--- src/rtl/sample_link_receiver_pkg.sv ---
`default_nettype none
// ----------------------------------------------------------------
// sample_link_receiver_pkg : shared link constants and FSM states
// Rev 1.0
// ----------------------------------------------------------------
package sample_link_receiver_pkg;

  localparam int c_sample_w = 12;
  localparam int c_depth    = 100;
  localparam int c_cnt_w    = 7;

  typedef enum logic [1:0] {
    S_WAIT_IDLE = 2'd0,
    S_IDLE      = 2'd1,
    S_SHIFT     = 2'd2,
    S_CHECK     = 2'd3
  } link_state_t;

endpackage
`default_nettype wire

--- src/rtl/sample_link_receiver_if.sv ---
`default_nettype none
// ----------------------------------------------------------------
// sample_link_receiver_if : link pins, read port and status flags
// Rev 1.0
// ----------------------------------------------------------------
interface sample_link_receiver_if
  import sample_link_receiver_pkg::*;
#(
  parameter int SAMPLE_W = c_sample_w,
  parameter int CNT_W    = c_cnt_w
) ();

  logic                SCL;
  logic                SS;
  logic                MOSI;
  logic                rd_en;
  logic                err_clr;
  logic [SAMPLE_W-1:0] rd_data;
  logic                rd_valid;
  logic                empty;
  logic                full;
  logic [CNT_W-1:0]    count;
  logic                frame_done;
  logic                frame_err;
  logic                overflow;

  modport master (
    output SCL, SS, MOSI, rd_en, err_clr,
    input  rd_data, rd_valid, empty, full, count, frame_done, frame_err, overflow
  );

  modport slave (
    input  SCL, SS, MOSI, rd_en, err_clr,
    output rd_data, rd_valid, empty, full, count, frame_done, frame_err, overflow
  );

endinterface
`default_nettype wire

--- src/rtl/sample_link_receiver_fifo.sv ---
`default_nettype none
// ----------------------------------------------------------------
// sample_link_receiver_fifo : DEPTH x SAMPLE_W FIFO, registered read
// Rev 1.0
// ----------------------------------------------------------------
module sample_link_receiver_fifo
  import sample_link_receiver_pkg::*;
#(
  parameter int DEPTH    = c_depth,
  parameter int SAMPLE_W = c_sample_w,
  parameter int CNT_W    = c_cnt_w
) (
  input  logic                clk,
  input  logic                rst,
  input  logic                push,
  input  logic [SAMPLE_W-1:0] push_data,
  input  logic                pop_req,
  output logic                push_ok,
  output logic [SAMPLE_W-1:0] rd_data,
  output logic                rd_valid,
  output logic                empty,
  output logic                full,
  output logic [CNT_W-1:0]    count
);

  localparam int                 c_ptr_w    = (DEPTH > 1) ? $clog2(DEPTH) : 1;
  localparam logic [c_ptr_w-1:0] c_last_ptr = c_ptr_w'(DEPTH - 1);
  localparam logic [CNT_W-1:0]   c_full_cnt = CNT_W'(DEPTH);

  logic [SAMPLE_W-1:0] r_mem [DEPTH];
  logic [c_ptr_w-1:0]  r_wr_ptr;
  logic [c_ptr_w-1:0]  r_rd_ptr;
  logic [CNT_W-1:0]    r_count;
  logic [SAMPLE_W-1:0] r_rd_data;
  logic                r_rd_valid;

  logic w_empty;
  logic w_full;
  logic w_pop;
  logic w_push;

  assign w_empty = (r_count == '0);
  assign w_full  = (r_count == c_full_cnt);
  assign w_pop   = pop_req & ~w_empty;
  // A full FIFO still takes a word when the head leaves in the same cycle.
  assign w_push  = push & (~w_full | w_pop);

  always_ff @(posedge clk) begin
    if (w_push) begin
      r_mem[r_wr_ptr] <= push_data;
    end
  end

  always_ff @(posedge clk or negedge rst) begin
    if (!rst) begin
      r_wr_ptr   <= '0;
      r_rd_ptr   <= '0;
      r_count    <= '0;
      r_rd_data  <= '0;
      r_rd_valid <= 1'b0;
    end else begin
      r_rd_valid <= w_pop;
      if (w_pop) begin
        r_rd_data <= r_mem[r_rd_ptr];
        r_rd_ptr  <= (r_rd_ptr == c_last_ptr) ? '0 : r_rd_ptr + 1'b1;
      end
      if (w_push) begin
        r_wr_ptr <= (r_wr_ptr == c_last_ptr) ? '0 : r_wr_ptr + 1'b1;
      end
      case ({w_push, w_pop})
        2'b10:   r_count <= r_count + 1'b1;
        2'b01:   r_count <= r_count - 1'b1;
        default: r_count <= r_count;
      endcase
    end
  end

  assign push_ok  = w_push;
  assign rd_data  = r_rd_data;
  assign rd_valid = r_rd_valid;
  assign empty    = w_empty;
  assign full     = w_full;
  assign count    = r_count;

endmodule
`default_nettype wire

--- src/rtl/sample_link_receiver.sv ---
`default_nettype none
// ----------------------------------------------------------------
// sample_link_receiver : oversampled 3-wire link deserializer + FIFO
// Rev 1.0
// ----------------------------------------------------------------
module sample_link_receiver
  import sample_link_receiver_pkg::*;
#(
  parameter int DEPTH    = c_depth,
  parameter int SAMPLE_W = c_sample_w,
  parameter int CNT_W    = c_cnt_w
) (
  input  logic                 clk,
  input  logic                 rst,
  sample_link_receiver_if.slave bus
);

  localparam int               c_bit_w    = $clog2(SAMPLE_W + 2);
  localparam logic [c_bit_w-1:0] c_bit_max  = c_bit_w'(SAMPLE_W + 1);
  localparam logic [c_bit_w-1:0] c_bit_full = c_bit_w'(SAMPLE_W);

  logic [2:0]          r_scl_sync;
  logic [2:0]          r_ss_sync;
  logic [1:0]          r_mosi_sync;
  link_state_t         r_state;
  logic [SAMPLE_W-1:0] r_shift;
  logic [c_bit_w-1:0]  r_bit_cnt;
  logic                r_frame_done;
  logic                r_frame_err;
  logic                r_overflow;

  logic w_scl_rise;
  logic w_ss_rise;
  logic w_ss_fall;
  logic w_check;
  logic w_len_ok;
  logic w_push;
  logic w_push_ok;
  logic w_len_err;
  logic w_drop;

  // Index 1 is the second flop; index 2 only exists for edge detection.
  always_ff @(posedge clk or negedge rst) begin
    if (!rst) begin
      r_scl_sync  <= '0;
      r_ss_sync   <= '0;
      r_mosi_sync <= '0;
    end else begin
      r_scl_sync  <= {r_scl_sync[1:0], bus.SCL};
      r_ss_sync   <= {r_ss_sync[1:0], bus.SS};
      r_mosi_sync <= {r_mosi_sync[0], bus.MOSI};
    end
  end

  assign w_scl_rise = r_scl_sync[1] & ~r_scl_sync[2];
  assign w_ss_rise  = r_ss_sync[1] & ~r_ss_sync[2];
  assign w_ss_fall  = ~r_ss_sync[1] & r_ss_sync[2];

  assign w_check   = (r_state == S_CHECK);
  assign w_len_ok  = (r_bit_cnt == c_bit_full);
  assign w_push    = w_check & w_len_ok;
  assign w_len_err = w_check & ~w_len_ok;
  assign w_drop    = w_push & ~w_push_ok;

  always_ff @(posedge clk or negedge rst) begin
    if (!rst) begin
      r_state      <= S_WAIT_IDLE;
      r_shift      <= '0;
      r_bit_cnt    <= '0;
      r_frame_done <= 1'b0;
      r_frame_err  <= 1'b0;
      r_overflow   <= 1'b0;
    end else begin
      r_frame_done <= 1'b0;
      // A new error in the clearing cycle wins over err_clr.
      r_frame_err  <= (r_frame_err & ~bus.err_clr) | w_len_err;
      r_overflow   <= (r_overflow & ~bus.err_clr) | w_drop;
      case (r_state)
        S_WAIT_IDLE: begin
          if (r_ss_sync[1]) begin
            r_state <= S_IDLE;
          end
        end
        S_IDLE: begin
          if (w_ss_fall) begin
            r_shift   <= '0;
            r_bit_cnt <= '0;
            r_state   <= S_SHIFT;
          end
        end
        S_SHIFT: begin
          if (w_ss_rise) begin
            r_state <= S_CHECK;
          end else if (w_scl_rise) begin
            r_shift <= {r_shift[SAMPLE_W-2:0], r_mosi_sync[1]};
            if (r_bit_cnt != c_bit_max) begin
              r_bit_cnt <= r_bit_cnt + 1'b1;
            end
          end
        end
        S_CHECK: begin
          r_frame_done <= w_push_ok;
          r_state      <= S_IDLE;
        end
        default: r_state <= S_WAIT_IDLE;
      endcase
    end
  end

  sample_link_receiver_fifo #(
    .DEPTH   (DEPTH),
    .SAMPLE_W(SAMPLE_W),
    .CNT_W   (CNT_W)
  ) u_fifo (
    .clk      (clk),
    .rst      (rst),
    .push     (w_push),
    .push_data(r_shift),
    .pop_req  (bus.rd_en),
    .push_ok  (w_push_ok),
    .rd_data  (bus.rd_data),
    .rd_valid (bus.rd_valid),
    .empty    (bus.empty),
    .full     (bus.full),
    .count    (bus.count)
  );

  assign bus.frame_done = r_frame_done;
  assign bus.frame_err  = r_frame_err;
  assign bus.overflow   = r_overflow;

endmodule
`default_nettype wire
--- src/flat_wrapper.sv ---
// flat-port wrapper written by rule: the top's interface ports become plain ports
module sample_link_receiver_flat import sample_link_receiver_pkg::*;
#(
  parameter int DEPTH    = c_depth,
  parameter int SAMPLE_W = c_sample_w,
  parameter int CNT_W    = c_cnt_w
)
  (clk, rst, bus_SCL, bus_SS, bus_MOSI, bus_rd_en, bus_err_clr, bus_rd_data, bus_rd_valid, bus_empty, bus_full, bus_count, bus_frame_done, bus_frame_err, bus_overflow);
  sample_link_receiver_if #(.SAMPLE_W(SAMPLE_W), .CNT_W(CNT_W)) bus_i ();
  input  logic clk;
  input  logic rst;
  input wire logic [$bits(bus_i.SCL)-1:0] bus_SCL;
  input wire logic [$bits(bus_i.SS)-1:0] bus_SS;
  input wire logic [$bits(bus_i.MOSI)-1:0] bus_MOSI;
  input wire logic [$bits(bus_i.rd_en)-1:0] bus_rd_en;
  input wire logic [$bits(bus_i.err_clr)-1:0] bus_err_clr;
  output wire logic [$bits(bus_i.rd_data)-1:0] bus_rd_data;
  output wire logic [$bits(bus_i.rd_valid)-1:0] bus_rd_valid;
  output wire logic [$bits(bus_i.empty)-1:0] bus_empty;
  output wire logic [$bits(bus_i.full)-1:0] bus_full;
  output wire logic [$bits(bus_i.count)-1:0] bus_count;
  output wire logic [$bits(bus_i.frame_done)-1:0] bus_frame_done;
  output wire logic [$bits(bus_i.frame_err)-1:0] bus_frame_err;
  output wire logic [$bits(bus_i.overflow)-1:0] bus_overflow;
  assign bus_i.SCL = bus_SCL;
  assign bus_i.SS = bus_SS;
  assign bus_i.MOSI = bus_MOSI;
  assign bus_i.rd_en = bus_rd_en;
  assign bus_i.err_clr = bus_err_clr;
  assign bus_rd_data = bus_i.rd_data;
  assign bus_rd_valid = bus_i.rd_valid;
  assign bus_empty = bus_i.empty;
  assign bus_full = bus_i.full;
  assign bus_count = bus_i.count;
  assign bus_frame_done = bus_i.frame_done;
  assign bus_frame_err = bus_i.frame_err;
  assign bus_overflow = bus_i.overflow;
  sample_link_receiver #(.DEPTH(DEPTH), .SAMPLE_W(SAMPLE_W), .CNT_W(CNT_W)) u_core (.clk(clk), .rst(rst), .bus(bus_i));
endmodule
--- config.mk ---
export PLATFORM = sky130hd
export DESIGN_NAME = sample_link_receiver_flat
export DESIGN_NICKNAME = d
export VERILOG_FILES = /design/src/rtl/sample_link_receiver_pkg.sv /design/src/rtl/sample_link_receiver_if.sv /design/src/rtl/sample_link_receiver_fifo.sv /design/src/rtl/sample_link_receiver.sv /design/src/flat_wrapper.sv
export SDC_FILE = /design/constraint.sdc
export NUM_CORES = 1
export LEC_CHECK = 0
export BUFFER_PORTS_ARGS = -buffer_cell sky130_fd_sc_hd__clkbuf_2
export CORE_AREA = 2 2 355 357
export CTS_BUF_LIST = sky130_fd_sc_hd__clkbuf_16
export CTS_CLUSTER_DIAMETER = 200
export CTS_CLUSTER_SIZE = 14
export DETAILED_ROUTE_END_ITERATION = 8
export DIE_AREA = 0 0 357 359
export MAX_ROUTING_LAYER = met4
export PLACE_DENSITY = 0.62
export RECOVER_POWER = 25
export SLEW_MARGIN = 20
export SYNTH_ARGS = -nofsm -noshare
export SYNTH_HDL_FRONTEND = slang
export SYNTH_SLANG_ARGS = --single-unit
export TNS_END_PERCENT = 1
--- constraint.sdc ---
create_clock -name clk -period 3 [get_ports clk]
set_input_delay 0.6 -clock clk [delete_from_list [all_inputs] [get_ports clk]]
set_output_delay 0.6 -clock clk [all_outputs]
set_load 0.02 [all_outputs]
## After elaboration in Yosys (flattened, before gate mapping)

Memory sizes are Yosys's and may differ from the RTL's. A register that Yosys moved wholly into a read port is not among the register bits.
Cells that the tools add are included.

| word-level totals | value |
|---|---|
| register bits | 51 |
| memory bits (writable) | 1200 |
| input port bits | 7 |
| output and inout bits | 25 |
| logic and storage cells | 83 |
| memories kept | 1 |

Memory list:

| memory | words | bits a word | rd ports | clocked after Yosys merged registers in | wr ports | line | source |
|---|---|---|---|---|---|---|---|
| u_core.u_fifo.r_mem | 100 | 12 | 1 | 1 | 1 | sample_link_receiver_fifo.sv:30 | `logic [SAMPLE_W-1:0] r_mem [DEPTH];` |

| operators by class | value |
|---|---|
| add/subtract/negate cells | 5 |
| equal/unequal tests | 16 |
| mux-type cells | 19 |
| bitwise gates (word level) | 21 |
| reduce and logical (&&, ||, !) cells | 8 |

Operators with widths:

| kind | count |
|---|---|
| 12-bit 2-to-1 mux | 3 |
| 12-bit case mux with 2 select lines | 1 |
| 7-bit by 1-bit adder with 7-bit output (second input constant) | 3 |
| 7-bit equality test (second input constant) | 3 |
| 4-bit 2-to-1 mux | 4 |
| 7-bit 2-to-1 mux | 2 |
| 7-bit case mux with 2 select lines | 1 |
| 1-bit bitwise AND | 10 |
| 2-bit by 1-bit inequality test with 1-bit output (second input constant) | 5 |
| 1-bit inverter | 8 |
| 2-bit case mux with 4 select lines | 1 |
| 4-bit case mux with 2 select lines | 1 |
| 7-bit logical NOT | 1 |
| 7-bit by 1-bit subtractor with 7-bit output (second input constant) | 1 |
| 2-bit equality test (second input constant) | 3 |
| 2-bit 2-to-1 mux | 3 |
| 5-bit AND reduction | 1 |
| 4-bit by 1-bit adder with 4-bit output (second input constant) | 1 |
| 2-bit by 1-bit equality test with 1-bit output (second input constant) | 2 |
| 4-bit equality test (second input constant) | 1 |
| 4-bit inequality test (second input constant) | 1 |
| 4-bit AND reduction | 1 |
| 2-bit nonzero test | 2 |
| 1-bit 2-to-1 mux | 3 |
| other kinds (5) | 7 |

## Depth between registers and ports, before layout

Gate-level depths: netlist (run 1).

| logic depth | value |
|---|---|
| word-level depth | 8 |
| mapped depth | 13 |
| gate-level depth less buffers | 13 |

## By module

A second synthesis (run 1) with hierarchy kept.

| unflattened totals | value |
|---|---|
| cell total of the unflattened synthesis | 2465 |
| area total of the unflattened synthesis | 49875.3 µm² |

By module, submodules not included:

| module | times used | cells each | area each (µm²) | sequential area each (µm²) |
|---|---|---|---|---|
| sample_link_receiver_fifo | 1 | 2348 | 48516.5 | 36885.4 |
| sample_link_receiver | 1 | 117 | 1358.8 | 725.7 |

## Worst setup path before layout (run 1)

OpenSTA, ideal clock, no wires.

| timing path | value |
|---|---|
| path kind | register to register |
| start | reg u_core.u_fifo.r_count[1] (netlist: u_core.u_fifo.count[1]) |
| end | reg u_core.u_fifo.r_count[5] (netlist: u_core.u_fifo.count[5]) |
| setup time | 0.128 ns |
| data arrival time | 3.041 ns |
| data required time | 2.872 ns |
| path slack | -0.169 ns |
| stages on the path, launching flop included | 14 |
| path buffers | 0 |
| period minus slack after synthesis | 3.169 ns |
| path through | dfrtp_1 > or4_1 > or4_4 > nand2_4 > inv_2 > nand2_2 > inv_1 > ha_1 > a21o_1 > a21oi_1 > o21bai_1 > a21oi_1 > xnor2_1 > mux2_1 |

| on the way | value |
|---|---|
| cells in the longest elaborated chain, start to end | 7 |
| elaborated cells on any way between the ends | 13 |
| those cells by class | 2 x add/sub; 3 x eq/ne; 1 x mux; 5 x bitwise; 2 x reduce/logical |

Ends and longest elaborated chain:

| element | line | source |
|---|---|---|
| start: declaration | sample_link_receiver_fifo.sv:33 | `logic [CNT_W-1:0] r_count;` |
| start signal: assignment | sample_link_receiver_fifo.sv:71 | `2'b10: r_count <= r_count + 1'b1;` |
| start signal: assignment | sample_link_receiver_fifo.sv:72 | `2'b01: r_count <= r_count - 1'b1;` |
| start signal: assignment | sample_link_receiver_fifo.sv:73 | `default: r_count <= r_count;` |
| 7-bit logical NOT | sample_link_receiver_fifo.sv:42 | `assign w_empty = (r_count == '0);` |
| 1-bit inverter | sample_link_receiver_fifo.sv:44 | `assign w_pop = pop_req & ~w_empty;` |
| 1-bit bitwise AND | sample_link_receiver_fifo.sv:44 |  |
| 1-bit OR | sample_link_receiver_fifo.sv:46 | `assign w_push = push & (~w_full \| w_pop);` |
| 1-bit bitwise AND | sample_link_receiver_fifo.sv:46 |  |
| 2-bit by 1-bit equality test with 1-bit output / 2-bit equality test (equally long branches) | sample_link_receiver_fifo.sv:70 | `case ({w_push, w_pop})` |
| 7-bit case mux with 2 select lines / 2-bit nonzero test (equally long branches) | n/a |  |

Several ways; a longest one is shown, not always the timed one.
A chain may end at the register's enable or synchronous reset.

## Final worst setup path (run 1)

| timing path | value |
|---|---|
| start | reg u_core.u_fifo.r_count[4] (netlist: u_core.u_fifo.count[4]) |
| end | reg u_core.u_fifo.r_count[6] (netlist: u_core.u_fifo.count[6]) |

The elaborated chain is that of the path after synthesis.

==> results of run 1 <==
[logic make-up (layout without fill, tap and decap cells)]
group	after synthesis	count (layout)	synth area share
muxes	429	429	0.142
adders and majority gates	15	15	0.00396
AOI/OAI and AO/OA	276	276	0.0388
buffers and inverters	155	387	0.0173
DFF	1263	1263	0.762
xor gates and xnor gates	12	12	0.00213
and+or+nand+nor	369	369	0.0333
[layout make-up]
cell class | count | share of cell area
multi-input combinational | 1101 | 0.200
tap | 1650 | 0.0371
clock buffer | 103 | 0.0463
timing repair buffer | 219 | 0.0355
sequential | 1263 | 0.676
inverter | 21 | 0.00155
clock inverter | 44 | 0.00328
[final timing paths]
| check | cells after the start | to | from | slack [ps] |
|---|---|---|---|---|
| worst max register to register | 13 | u_core.u_fifo.count[6]$_DFFE_PN0P_ | u_core.u_fifo.count[4]$_DFFE_PN0P_ | -9 |
| worst min-delay path | 1 | u_core.r_mosi_sync[0]$_DFF_PN0_ | bus_MOSI | 40 |
| max in group asynchronous | 1 | u_core.u_fifo.r_rd_ptr[1]$_DFFE_PN0P_ | rst | 1310 |
| worst max-delay path | 13 | u_core.u_fifo.count[6]$_DFFE_PN0P_ | u_core.u_fifo.count[4]$_DFFE_PN0P_ | -9 |
| min in group asynchronous | 1 | u_core.u_fifo.count[3]$_DFFE_PN0P_ | rst | 370 |
| worst min register to register | 0 | u_core.r_scl_sync[1]$_DFF_PN0_ | u_core.r_scl_sync[0]$_DFF_PN0_ | 350 |
[cell usage in the layout, fill, tap and decap left out, types with 10 or more instances in the layout]
master / count
nand4_1: 13
inv_1: 57
buf_12: 31
nand2_1: 126
ha_1: 12
clkbuf_2: 31
o22ai_1: 16
o221ai_1: 31
mux2i_1: 207
dfrtp_1: 54
o21ai_0: 47
nor2_2: 65
clkbuf_16: 103
a21oi_1: 48
buf_4: 148
nor2_1: 67
a2111oi_0: 10
mux4_2: 208
a211oi_1: 10
edfxtp_1: 1200
a221oi_1: 14
a22oi_1: 48
nand3_1: 37
[flip-flops by register name (all words and copies together) (netlist names), 2 cells and up]
name / cells
u_core.r_bit_cnt: 4
u_core.r_mosi_sync: 2
u_core.r_scl_sync: 3
u_core.r_shift: 12
u_core.r_ss_sync: 3
u_core.r_state: 2
u_core.u_fifo.count: 7
u_core.u_fifo.r_mem: 1200
u_core.u_fifo.r_rd_ptr: 7
u_core.u_fifo.r_wr_ptr: 7
u_core.u_fifo.rd_data: 12
[routing by layer]
metal,part of all wire,global-route usage,wire [µm]
met3,0.084,0.0352,10300
met1,0.41,0.264,49900
met5,0,-,0
met4,0.023,0.0500,2790
met2,0.48,0.303,59200
[worst register-to-register path, cell delays in order (launching register included)]
cell	delay [ps]
dfrtp_2	400
or4_4	540
or4_4	450
nand2_4	100
inv_6	40
nand2_4	80
inv_4	70
ha_1	280
inv_2	80
o21bai_1	110
a21o_1	200
a21oi_2	150
mux2i_1	220
xor2_1	200
[report_power, final]
part           switching, W  total (W)  leakage, nW  internal (W)
clock               0.00582     0.0119         1.50       0.00610
combinational       0.00561    0.00876         4.75       0.00314
sequential         0.000448     0.0199         10.9        0.0195
[through the flow]
stage / cells / power (W)
2_1_floorplan: 2519 / 0.0250
3_3_place_gp: 4248 / 0.0288
3_5_place_dp: 4249 / 0.0289
4_1_cts: 4398 / 0.0407
5_1_grt: 4401 / 0.0418
6_report: 4401 / 0.0406
[what timing repair did]
| action | CTS | global route |
|---|---|---|
| hold buffers | 2 | 0 |
| gates resized for setup | 37 | 32 |
| endpoints found under the setup margin | 428 | 404 |
| pin swaps | 2 | 1 |
| endpoints found under the hold margin | 2 | 0 |
==> results.toml, run 1 <==
[run_status]
outcome = "complete, but fails checks"
violations = "max-capacitance violations, max-slew violations, negative setup slack"

[route]
drc = 0
firstDrtPassIters = 5
wl_per_cell_um = 27.8
vias = 25293
first_iter_violations = 3034
post_drt_via_cell_ratio = 5.75
ant_nets = 0
drt-total-wl_um = 122000

[synth]
synth.most_common_cell = "edfxtp_1"
synth-seq-area-share = 0.762
avgSynthCellArea_um2 = 19.6
netlist_top_cells_area = "edfxtp_1, mux4_2, mux2i_1"
netlist.area_leader.share = 0.731
async_reset_ff_frac = 0.0499
ys.flop_type = "edfxtp_1"
ys_warn_count = 0
synth_edf_count = 1200
synth.ff_latch_count = 1263
yosysUniqueCellTypes = 68
synthCells = 2519
synthTopCellsByCount = "edfxtp_1, mux4_2, mux2i_1"
synthesis.nets = 2541
synth_top_area_cell = "edfxtp_1"
syn_area_um2 = 49300

[global_route]
grt_usage = 0.194
grt_antenna_before_repair = 0
grt.overflow.total = 0
grt_pass1_vias = 25485
grt_max_degree = 103
grt_pass1_wl_um = 177000

[critical_path]
cp-end-kind = "flip-flop"
max_stage_delay_ps = 540
critPathSlowestCell = "or4_4"
crit_fanout = 5
worst-path-buf-inv = 3
cp_top_family = "simple AND/OR/NAND/NOR gates"
start_kind = "flip-flop"
crit_type = "reg2reg"
critPathRequiredTime_ps = 3590
arrival_ps = 3600
worstPathCellList = "or4_4, or4_4, nand2_4, inv_6, nand2_4, inv_4, ha_1, inv_2, o21bai_1, a21o_1, a21oi_2, mux2i_1, xor2_1"

[cells_and_area]
finalNetCount = 2728
final_util = 0.446
antennaDiodeCount = 0
layout-area-overhead-vs-synth_pct = 12.8
multi_input_area_um2 = 11100
fin_area_um2 = 55600
drive_above_1_share = 0.232
fillers = 10546
ff_latch_area_um2 = 37600

[placed_design]
gp_congestion = 0.916
place_area_um2 = 52700
io_buffers = 31
dp_slack_ps = -316
hpwl_um = 76800

[sta]
slew_viol_final = 570
setup-violations-final = 1
setup_ws_ps = -9.15
hold_slack_ps = 39.7
worstMarginPinSlew_ps = 2510
fin_crit_ps = 3010
clock_skew_ps = 27.2
maxSlewHeadroom = -0.671
hold_violations = 0
rsz0062_at_grt = "true"
finalCritPeriodShare = 1.00
setup_tns_ps = -9.15
max_freq_mhz = 332

[clock_network]
clockBufferDepth = 3
numCtsBuffers = 100
htree_levels = 3
post-cts-setup-buffer-count = 0
cts_tree = "done"
clockRootBuffer = "clkbuf_16"
clock-sinks = 1263
clkSlewWorstSetupHoldPaths_ps = 70
clkLatencyLatePin_ps = 680

[power]
power_density_nw_per_um2 = 730
vdd_ir_drop_max_mv = 0.475
p_leak_nw = 17.2

[floorplan]
fp.dieH_um = 359
num_rows = 130
initial_core_util = 0.396
core_area_um2 = 125000
io_pins = 32
die_area_um2 = 128000
dieWidth_um = 357

[hold_path]
hp-class = "in2reg"

[flow_run]
drv_cap = 11
(Power assumes the default switching activity.)
==> run 2, diff against run 1 <==
Settings changed: PLACE_DENSITY 0.62 to default.
==> results.toml, run 2 (synthesized netlist as in run 1, its figures left out) <==
[cells_and_area]
final_cell_mix = "edfxtp_1, mux4_2, mux2i_1, buf_4, nand2_1"
largest-register = "u_core.u_fifo.r_mem"
fin_area_um2 = 55800
final_util = 0.448
largest_reg_flops = 1200
finalNetCount = 2754
stdcell_count = 4441
layout-area-overhead-vs-synth_pct = 13.2
final_common_cell = "edfxtp_1"
drive_above_1_share = 0.238

[sta]
fin_crit_ps = 2980
slew_viol_final = 501
worstMarginPinSlew_ps = 2290
clock_skew_ps = 36.1
hold_violations = 0
max_freq_mhz = 336
rsz0062_at_grt = "true"
maxSlewHeadroom = -0.524
setup-violations-final = 0
setup_ws_ps = 22.9
finalCritPeriodShare = 0.992

[route]
ant_nets = 0
wl_per_cell_um = 27.9
first_iter_violations = 2853
firstDrtPassIters = 5
drt-total-wl_um = 124000
vias = 25270
drc = 0
post_drt_via_cell_ratio = 5.69

[clock_network]
clkSlewWorstSetupHoldPaths_ps = 70
clkLatencyLatePin_ps = 690
cts_tree = "done"
post-cts-setup-buffer-count = 0
clock-sinks = 1263
htree_levels = 3
numCtsBuffers = 100
clockBufferDepth = 3
clockRootBuffer = "clkbuf_16"

[floorplan]
initial_core_util = 0.396
fp.dieH_um = 359
die_area_um2 = 128000
num_rows = 130
core_area_um2 = 125000
io_pins = 32
dieWidth_um = 357

[global_route]
grt_max_degree = 103
grt_pass1_vias = 25593
grt.overflow.total = 0
grt_antenna_before_repair = 3
grt_pass1_wl_um = 180000
grt_usage = 0.198

[flow_run]
drv_cap = 9

[critical_path]
cp-end-kind = "flip-flop"
arrival_ps = 3530
critPathRequiredTime_ps = 3550
crit_fanout = 5
crit_type = "reg2reg"
start_kind = "flip-flop"

[power]
total_power_w = 0.0409
vdd_ir_drop_max_mv = 0.453
p_leak_nw = 17.4
power_density_nw_per_um2 = 732

[placed_design]
place_area_um2 = 52800
dp_slack_ps = -286
place_inst = 4277
io_buffers = 31
gp_congestion = 0.878
hpwl_um = 78800

[run_status]
outcome = "complete, but fails checks"
violations = "max-capacitance violations, max-slew violations"

[hold_path]
hp-class = "in2reg"
==> run 2: cell types whose count changed in the layout (fill, tap and decap cells not counted), moves of 2 or more <==
cell / before / now
a211oi_1: 10 / 8
a211oi_2: 0 / 2
a221oi_1: 14 / 12
a221oi_2: 0 / 2
buf_12: 31 / 23
buf_4: 148 / 181
clkinv_8: 1 / 4
diode_2: 0 / 2
inv_1: 57 / 66
nor2_1: 67 / 76
nor2_2: 65 / 56
==> run 2: critical path: stages, from the launching register on <==
cell	delay, ps
dfrtp_2	400
or4_4	530
or4_4	450
nand2_4	100
inv_6	30
nand2_4	80
inv_4	60
ha_4	210
a21o_1	160
a21oi_2	150
o21bai_1	110
a21oi_2	170
xnor2_1	100
mux2_1	300
==> run 2: final timing paths <==
path | startpoint | end | cells after the start | slack (ps)
max | u_core.u_fifo.count[4]$_DFFE_PN0P_ | u_core.u_fifo.count[5]$_DFFE_PN0P_ | 13 | 20
min | bus_SS | u_core.r_ss_sync[0]$_DFF_PN0_ | 1 | 40
max reg2reg | u_core.u_fifo.count[4]$_DFFE_PN0P_ | u_core.u_fifo.count[5]$_DFFE_PN0P_ | 13 | 20
min reg2reg | u_core.r_ss_sync[0]$_DFF_PN0_ | u_core.r_ss_sync[1]$_DFF_PN0_ | 0 | 350
max in group asynchronous | rst | u_core.u_fifo.r_rd_ptr[1]$_DFFE_PN0P_ | 1 | 1080
min in group asynchronous | rst | u_core.u_fifo.count[1]$_DFFE_PN0P_ | 1 | 450
==> run 2: cell type report <==
| class | count | area, µm² |
|---|---|---|
| Fill cell | 10517 | 68800 |
| Multi-Input combinational cell | 1101 | 11100 |
| Sequential cell | 1263 | 37600 |
| Timing Repair Buffer | 245 | 2080 |
| Tap cell | 1650 | 2060 |
| Clock buffer | 104 | 2600 |
| Antenna cell | 2 | 5.00 |
| Clock inverter | 55 | 256 |
| Inverter | 21 | 86.3 |
==> run 2: power by group <==
part           internal, W  total, W  switching, W
clock              0.00619    0.0121       0.00587
combinational      0.00318   0.00883       0.00564
sequential          0.0195    0.0200      0.000472
==> run 2: per-layer routing <==
| metal | wire length, µm | global-route usage | share of wire | up-vias |
|---|---|---|---|---|
| li1 | - | - | - | 10674 |
| met1 | 51400 | 0.269 | 0.41 | 13456 |
| met2 | 60600 | 0.314 | 0.49 | 991 |
| met3 | 9760 | 0.0381 | 0.079 | 149 |
| met4 | 2170 | 0.0386 | 0.018 | 0 |
| met5 | 0 | - | 0 | - |
==> run 2: what timing repair did <==
| item | 4_1_cts | 5_1_grt |
|---|---|---|
| endpoints found under the setup margin | 334 | 399 |
| pin swaps | 1 | 1 |
| hold endpoints to repair | 2 | 0 |
| hold buffers | 2 | 0 |
| resized for setup | 29 | 26 |
==> run 2: through the flow <==
stage	TNS, ps	hold slack, ps
5_1_grt	-157	21.7
6_report	0	42.8
3_5_place_dp	-23860	340
3_3_place_gp	-6990	345
2_1_floorplan	-1.53	304
4_1_cts	-706	1.21
